==> config.mk <==
export PLATFORM = sky130hd
export DESIGN_NAME = fir_host_seq
export DESIGN_NICKNAME = d
export VERILOG_FILES = /design/src/rtl/fir_pkg.sv /design/src/rtl/fir_host_rd.sv /design/src/rtl/fir_host_seq.sv
export SDC_FILE = /design/constraint.sdc
export NUM_CORES = 1
export LEC_CHECK = 0
export BUFFER_PORTS_ARGS = -buffer_cell sky130_fd_sc_hd__clkbuf_2
export CAP_MARGIN = 0
export CORE_UTILIZATION = 47
export DETAILED_ROUTE_END_ITERATION = 12
export PLACE_DENSITY = 0.9
export SYNTH_ARGS = -nofsm -noshare
export SYNTH_HDL_FRONTEND = slang
export SYNTH_SLANG_ARGS = --single-unit
==> constraint.sdc <==
create_clock -name clk -period 2.8 [get_ports clk]
set_input_delay 0.28 -clock clk [delete_from_list [all_inputs] [get_ports clk]]
set_output_delay 0.28 -clock clk [all_outputs]
set_load 0.1 [all_outputs]
==> src/rtl/fir_pkg.sv <==
// fir_pkg: shared types and defaults for the FIR core and its host-side sequencer.
package fir_pkg;

   // Default datapath widths and the WAIT abort limit.
   localparam int DEF_DATA_W  = 16;
   localparam int DEF_OUT_W   = 32;
   localparam int DEF_TIMEOUT = 4096;

   // Host sequencer states, in the order a run walks through them.
   typedef enum logic [2:0] {
      HS_IDLE,
      HS_LD_COEF,
      HS_LD_SMP,
      HS_KICK,
      HS_WAIT,
      HS_RD_REQ,
      HS_RD_CAP,
      HS_OUT
   } host_state_t;

   // Larger of two integers, for sizing shared counters at elaboration time.
   function automatic int max_int(input int a, input int b);
      return (a > b) ? a : b;
   endfunction

endpackage

==> src/rtl/fir_host_rd.sv <==
// fir_host_rd: result-read and output-register path of the host sequencer.
// Issues one result-memory read per result, captures the returned word into
// the output register and holds it until the downstream consumer takes it.
module fir_host_rd
   import fir_pkg::*;
#(
   parameter int  N_SAMPLES = 64,
   parameter int  OUT_W     = DEF_OUT_W,
   parameter int  CNT_W     = 7,
   localparam int SA_W      = $clog2(N_SAMPLES)
) (
   input  logic              clk,
   input  logic              rst_n,
   input  host_state_t       state,
   input  logic [CNT_W-1:0]  cnt,
   output logic              res_re,
   output logic [SA_W-1:0]   res_addr,
   input  logic [OUT_W-1:0]  res_rdata,
   input  logic              out_ready,
   output logic              out_valid,
   output logic [OUT_W-1:0]  out_data,
   output logic              out_last,
   output logic              out_fire
);

   localparam logic [CNT_W-1:0] SMP_LAST = CNT_W'(N_SAMPLES - 1);

   logic             out_valid_q, out_valid_d;
   logic [OUT_W-1:0] out_data_q,  out_data_d;
   logic             out_last_q,  out_last_d;

   // Read request, capture of the returned word, and output handshake.
   always_comb begin
      res_re      = 1'b0;
      res_addr    = '0;
      out_fire    = 1'b0;
      out_valid_d = out_valid_q;
      out_data_d  = out_data_q;
      out_last_d  = out_last_q;
      case (state)
         HS_RD_REQ: begin
            res_re   = 1'b1;
            res_addr = cnt[SA_W-1:0];
         end
         HS_RD_CAP: begin
            // Read data arrives one cycle after the request.
            out_data_d  = res_rdata;
            out_valid_d = 1'b1;
            out_last_d  = (cnt == SMP_LAST);
         end
         HS_OUT: begin
            if (out_ready) begin
               out_fire    = 1'b1;
               out_valid_d = 1'b0;
            end
         end
         default: ;
      endcase
   end

   // Output register; everything returns to zero on reset.
   always_ff @(posedge clk or negedge rst_n) begin
      if (!rst_n) begin
         out_valid_q <= 1'b0;
         out_data_q  <= '0;
         out_last_q  <= 1'b0;
      end else begin
         out_valid_q <= out_valid_d;
         out_data_q  <= out_data_d;
         out_last_q  <= out_last_d;
      end
   end

   assign out_valid = out_valid_q;
   assign out_data  = out_data_q;
   assign out_last  = out_last_q;

endmodule

==> src/rtl/fir_host_seq.sv <==
// fir_host_seq: host-side sequencer for the FIR core. Loads coefficients and
// samples from an input stream into the core memories, kicks the core, waits
// for completion (with an abort timer) and streams the results back out.
module fir_host_seq
   import fir_pkg::*;
#(
   parameter int  N_TAPS    = 16,
   parameter int  N_SAMPLES = 64,
   parameter int  DATA_W    = DEF_DATA_W,
   parameter int  OUT_W     = DEF_OUT_W,
   parameter int  TIMEOUT   = DEF_TIMEOUT,
   localparam int TA_W      = $clog2(N_TAPS),
   localparam int SA_W      = $clog2(N_SAMPLES),
   localparam int CNT_W     = max_int(TA_W, SA_W) + 1,
   localparam int TMR_W     = $clog2(TIMEOUT) + 1
) (
   input  logic              clk,
   input  logic              rst_n,
   input  logic              cfg_go,
   input  logic              in_valid,
   output logic              in_ready,
   input  logic [DATA_W-1:0] in_data,
   output logic              out_valid,
   input  logic              out_ready,
   output logic [OUT_W-1:0]  out_data,
   output logic              out_last,
   output logic              busy,
   output logic              err_timeout,
   output logic              coef_we,
   output logic [TA_W-1:0]   coef_addr,
   output logic [DATA_W-1:0] coef_wdata,
   output logic              smp_we,
   output logic [SA_W-1:0]   smp_addr,
   output logic [DATA_W-1:0] smp_wdata,
   output logic              fir_start,
   input  logic              fir_busy,
   input  logic              fir_done,
   output logic              res_re,
   output logic [SA_W-1:0]   res_addr,
   input  logic [OUT_W-1:0]  res_rdata
);

   localparam logic [CNT_W-1:0] TAP_LAST = CNT_W'(N_TAPS - 1);
   localparam logic [CNT_W-1:0] SMP_LAST = CNT_W'(N_SAMPLES - 1);
   localparam logic [CNT_W-1:0] CNT_ONE  = CNT_W'(1);
   localparam logic [TMR_W-1:0] TMR_LAST = TMR_W'(TIMEOUT - 1);
   localparam logic [TMR_W-1:0] TMR_ONE  = TMR_W'(1);

   host_state_t      state_q, state_d;
   logic [CNT_W-1:0] cnt_q,   cnt_d;
   logic [TMR_W-1:0] timer_q, timer_d;
   logic             out_fire;

   // Load, kick and wait sequencing; the read/output states only advance
   // on the handshake reported by the read path.
   always_comb begin
      state_d     = state_q;
      cnt_d       = cnt_q;
      timer_d     = timer_q;
      in_ready    = 1'b0;
      coef_we     = 1'b0;
      coef_addr   = '0;
      coef_wdata  = '0;
      smp_we      = 1'b0;
      smp_addr    = '0;
      smp_wdata   = '0;
      fir_start   = 1'b0;
      err_timeout = 1'b0;
      case (state_q)
         HS_IDLE: begin
            if (cfg_go) begin
               state_d = HS_LD_COEF;
               cnt_d   = '0;
            end
         end
         HS_LD_COEF: begin
            in_ready = 1'b1;
            if (in_valid) begin
               coef_we    = 1'b1;
               coef_addr  = cnt_q[TA_W-1:0];
               coef_wdata = in_data;
               if (cnt_q == TAP_LAST) begin
                  state_d = HS_LD_SMP;
                  cnt_d   = '0;
               end else begin
                  cnt_d = cnt_q + CNT_ONE;
               end
            end
         end
         HS_LD_SMP: begin
            in_ready = 1'b1;
            if (in_valid) begin
               smp_we    = 1'b1;
               smp_addr  = cnt_q[SA_W-1:0];
               smp_wdata = in_data;
               if (cnt_q == SMP_LAST) begin
                  state_d = HS_KICK;
                  cnt_d   = '0;
               end else begin
                  cnt_d = cnt_q + CNT_ONE;
               end
            end
         end
         HS_KICK: begin
            // Never start a core that is still busy with a previous job.
            if (!fir_busy) begin
               fir_start = 1'b1;
               timer_d   = '0;
               state_d   = HS_WAIT;
            end
         end
         HS_WAIT: begin
            // A done arriving on the terminal timer cycle still counts.
            if (fir_done) begin
               state_d = HS_RD_REQ;
               cnt_d   = '0;
            end else if (timer_q == TMR_LAST) begin
               err_timeout = 1'b1;
               state_d     = HS_IDLE;
            end else begin
               timer_d = timer_q + TMR_ONE;
            end
         end
         HS_RD_REQ: state_d = HS_RD_CAP;
         HS_RD_CAP: state_d = HS_OUT;
         HS_OUT: begin
            if (out_fire) begin
               if (out_last) begin
                  state_d = HS_IDLE;
               end else begin
                  cnt_d   = cnt_q + CNT_ONE;
                  state_d = HS_RD_REQ;
               end
            end
         end
         default: state_d = HS_IDLE;
      endcase
   end

   // Sequencer state, shared word counter and WAIT timer.
   always_ff @(posedge clk or negedge rst_n) begin
      if (!rst_n) begin
         state_q <= HS_IDLE;
         cnt_q   <= '0;
         timer_q <= '0;
      end else begin
         state_q <= state_d;
         cnt_q   <= cnt_d;
         timer_q <= timer_d;
      end
   end

   assign busy = (state_q != HS_IDLE);

   fir_host_rd #(
      .N_SAMPLES (N_SAMPLES),
      .OUT_W     (OUT_W),
      .CNT_W     (CNT_W)
   ) u_rd (
      .clk       (clk),
      .rst_n     (rst_n),
      .state     (state_q),
      .cnt       (cnt_q),
      .res_re    (res_re),
      .res_addr  (res_addr),
      .res_rdata (res_rdata),
      .out_ready (out_ready),
      .out_valid (out_valid),
      .out_data  (out_data),
      .out_last  (out_last),
      .out_fire  (out_fire)
   );

endmodule

==> impl_metrics.toml <==
[status]
outcome = "finished, final reports clean"

[setup_path]
start_kind = "register"
r2r-end = "state_q[1]"
critPathCaptureType = "output pin"
critical-path-slowest-cell = "or3_1"
slowest_delay_ns = 0.49
worstPathArrival_ns = 2.38
cp.required_ns = 2.52
rr_startpoint = "state_q[0]"
crit_type = "register to output pin"
reg2regPathDepth = 7
crit_chain = "ha_1 -> inv_1 -> or3_1 -> inv_2 -> clkbuf_2"
regToRegSetupSlack_ns = 0.38
path_max_fanout = 10

[route]
drc = 0
drtIter0Drc = 158
drtAntennaViolNets = 0
wl_mm = 7.54
routed-via-count = 2737
drtPass1Iterations = 4
viasPerCell = 5.35
wl_per_cell_um = 14.7

[global_routing]
grt_pass1_vias = 2560
grt_pass1_wl_mm = 11.3
grt.overflow.total = 0
grt_antenna_before_repair = 0
grt_start_max_net_pins = 35
grtUsageTotal_pct = 23.0

[cts]
htreeDepth = 3
clk_pin_slew_ns = 0.07
cts.sinks = 57
clkLatencyLatePin_ns = 0.33
cts_made_buffers = 9
cts_root_buf = "clkbuf_8"
postCtsSetupBuffers = 0
clockBufferDepth = 2
cts_tree = "yes"
postCtsHoldBufs = 0

[final_layout]
finalNonFillerCells = 512
syn2layout_area_growth_pct = 31.9
multi_input_area_mm2 = 0.00151
postLayoutCellArea_mm2 = 0.00401
fin_nets = 494
final_common_cell = "clkbuf_2"
drive_gt1_share_pct = 47.1
antennaDiodeCount = 0
layout_common_cells = "clkbuf_2 (142), dfrtp_1 (57), and2_1 (43)"
fill_cells = 475
seq_area_mm2 = 0.00143

[flow_run]
maxCapViolCount = 0

[timing]
drv_slew = 0
period_needed_ns = 2.66
fin_worst_skew_ns = 0.00503
fin_ws_ns = 0.144
finalSetupViolCount = 0
max_slew_margin_pct = 47.5
fin_setup_tns_ns = 0
fmax_ghz = 0.377
finalHoldViolCount = 0
tightest_slew_ns = 0.787
rsz0062_at_grt = "no"
fin_crit_sh_pct = 94.8

[floorplan]
fp.dieH_um = 82.4
pin_count = 144
fp.dieW_um = 82.4
design.core.area_mm2 = 0.00610
dieArea_mm2 = 0.00679
initial_core_util_pct = 49.9
row_count = 28

[logic_synthesis]
syn_nets = 354
yosys_warnings = 0
async_flop_share_pct = 100
synth-seq-area-share_pct = 46.9
syn_avg_cell_area_um2 = 10.4
synth_edf_count = 0
ys_seq_elements = 57
syn_area_mm2 = 0.00304
yosysTopAreaCell = "dfrtp_1"
syn_inst = 292
synth.distinct_cells = 45
netlist.area_leader.share_pct = 46.9
yosys-top-cells-area = "dfrtp_1 (47%), mux2_2 (12%), and2_1 (8.8%)"
synthFlopType = "dfrtp_1"

[min_path]
hold_path_class = "primary input to asynchronous set/reset pin"

[placed_design]
io_buffers = 143
dp_cells = 496
place_area_mm2 = 0.00380
hpwl_mm = 5.83
gp_congestion = 0.919
pre_cts_ws_ns = 0.386
==> worst max-delay path: cells and delay by family (launching register included) <==
kind	cells	cell delay, ns
adders and majority gates	1	0.31
buffers and inverters	3	0.84
DFF	1	0.40
and+or+nand+nor	1	0.49
==> synth_stat cells (all sizes together), types with 2 or more instances <==
| master | instances |
|---|---|
| a21oi | 5 |
| clkbuf | 12 |
| o221ai | 2 |
| o22ai | 2 |
| buf | 4 |
| mux2 | 34 |
| nor4 | 6 |
| nand3 | 10 |
| xnor2 | 8 |
| and3 | 10 |
| nor2 | 11 |
| nor3 | 3 |
| a211oi | 2 |
| nand2 | 22 |
| ha | 7 |
| inv | 11 |
| or3 | 4 |
| dfrtp | 57 |
| nand4 | 3 |
| o21ai | 14 |
| nand2b | 2 |
| a22o | 2 |
| nor2b | 2 |
| mux2i | 3 |
| and2 | 43 |
==> sequential cells by signal, indices dropped and copies added (netlist names) <==
register and cells:
cnt_q 7, u_rd.out_last 1, u_rd.out_valid 1, u_rd.out_data 32, state_q 3, timer_q 13
==> kinds of logic (layout without fill, tap and decap cells) <==
logic type	after synthesis	in the layout	synth area share, %
simple gates	120	120	22.6
flops	57	57	46.9
mux	37	37	13.6
compound gates	36	36	8.03
buf+inv	27	172	3.70
xor+xnor	8	8	2.30
fa+ha+maj	7	7	2.88
==> metrics by stage <==
| stage | hold WS [ns] | utilization (%) |
|---|---|---|
| after floorplan | -0.0156 | - |
| after global placement | 0.391 | 62.3 |
| after detailed placement | 0.398 | 62.3 |
| after CTS | 0.0286 | 65.7 |
| after global routing | 0.0895 | 65.8 |
| final | 0.0126 | 65.8 |
==> cell type report <==
| type | instances | area share, % |
|---|---|---|
| inverters | 11 | 1.03 |
| clock inverters | 6 | 1.68 |
| repair buffers | 145 | 18.3 |
| clock buffers | 10 | 3.43 |
| multi-input cells | 208 | 37.7 |
| flip-flops and latches | 57 | 35.6 |
| well taps | 75 | 2.34 |
==> worst max path at each step <==
stage          slack (ns)  cells after the start           end  startpoint
5_1_grt              0.04                      6   err_timeout  state_q[0]
4_1_cts              0.05                      5  smp_wdata[2]  state_q[0]
3_5_place_dp         0.39                      7    state_q[1]  state_q[0]
2_1_floorplan       -0.34                      6   err_timeout  state_q[0]
3_3_place_gp         0.52                      7    state_q[1]  state_q[0]
6_report             0.14                      5     fir_start  state_q[1]
==> per-layer routing <==
| metal | up-vias | GRT usage (%) | share of wire [%] |
|---|---|---|---|
| met5 | - | 0 | 0 |
| met4 | 0 | 13.9 | 3.2 |
| met3 | 15 | 5.27 | 8.5 |
| met2 | 162 | 40.7 | 49 |
| met1 | 1271 | 24.9 | 39 |
| li1 | 1289 | - | - |
==> repair_timing <==
action	4_1_cts	5_1_grt
setup endpoints to repair	0	43
endpoints found under the hold margin	0	0
resized for setup	0	4
Power is left out: the tool's default activity adds up to more than one toggle a clock period on the data nets, which glitch-free logic cannot reach.
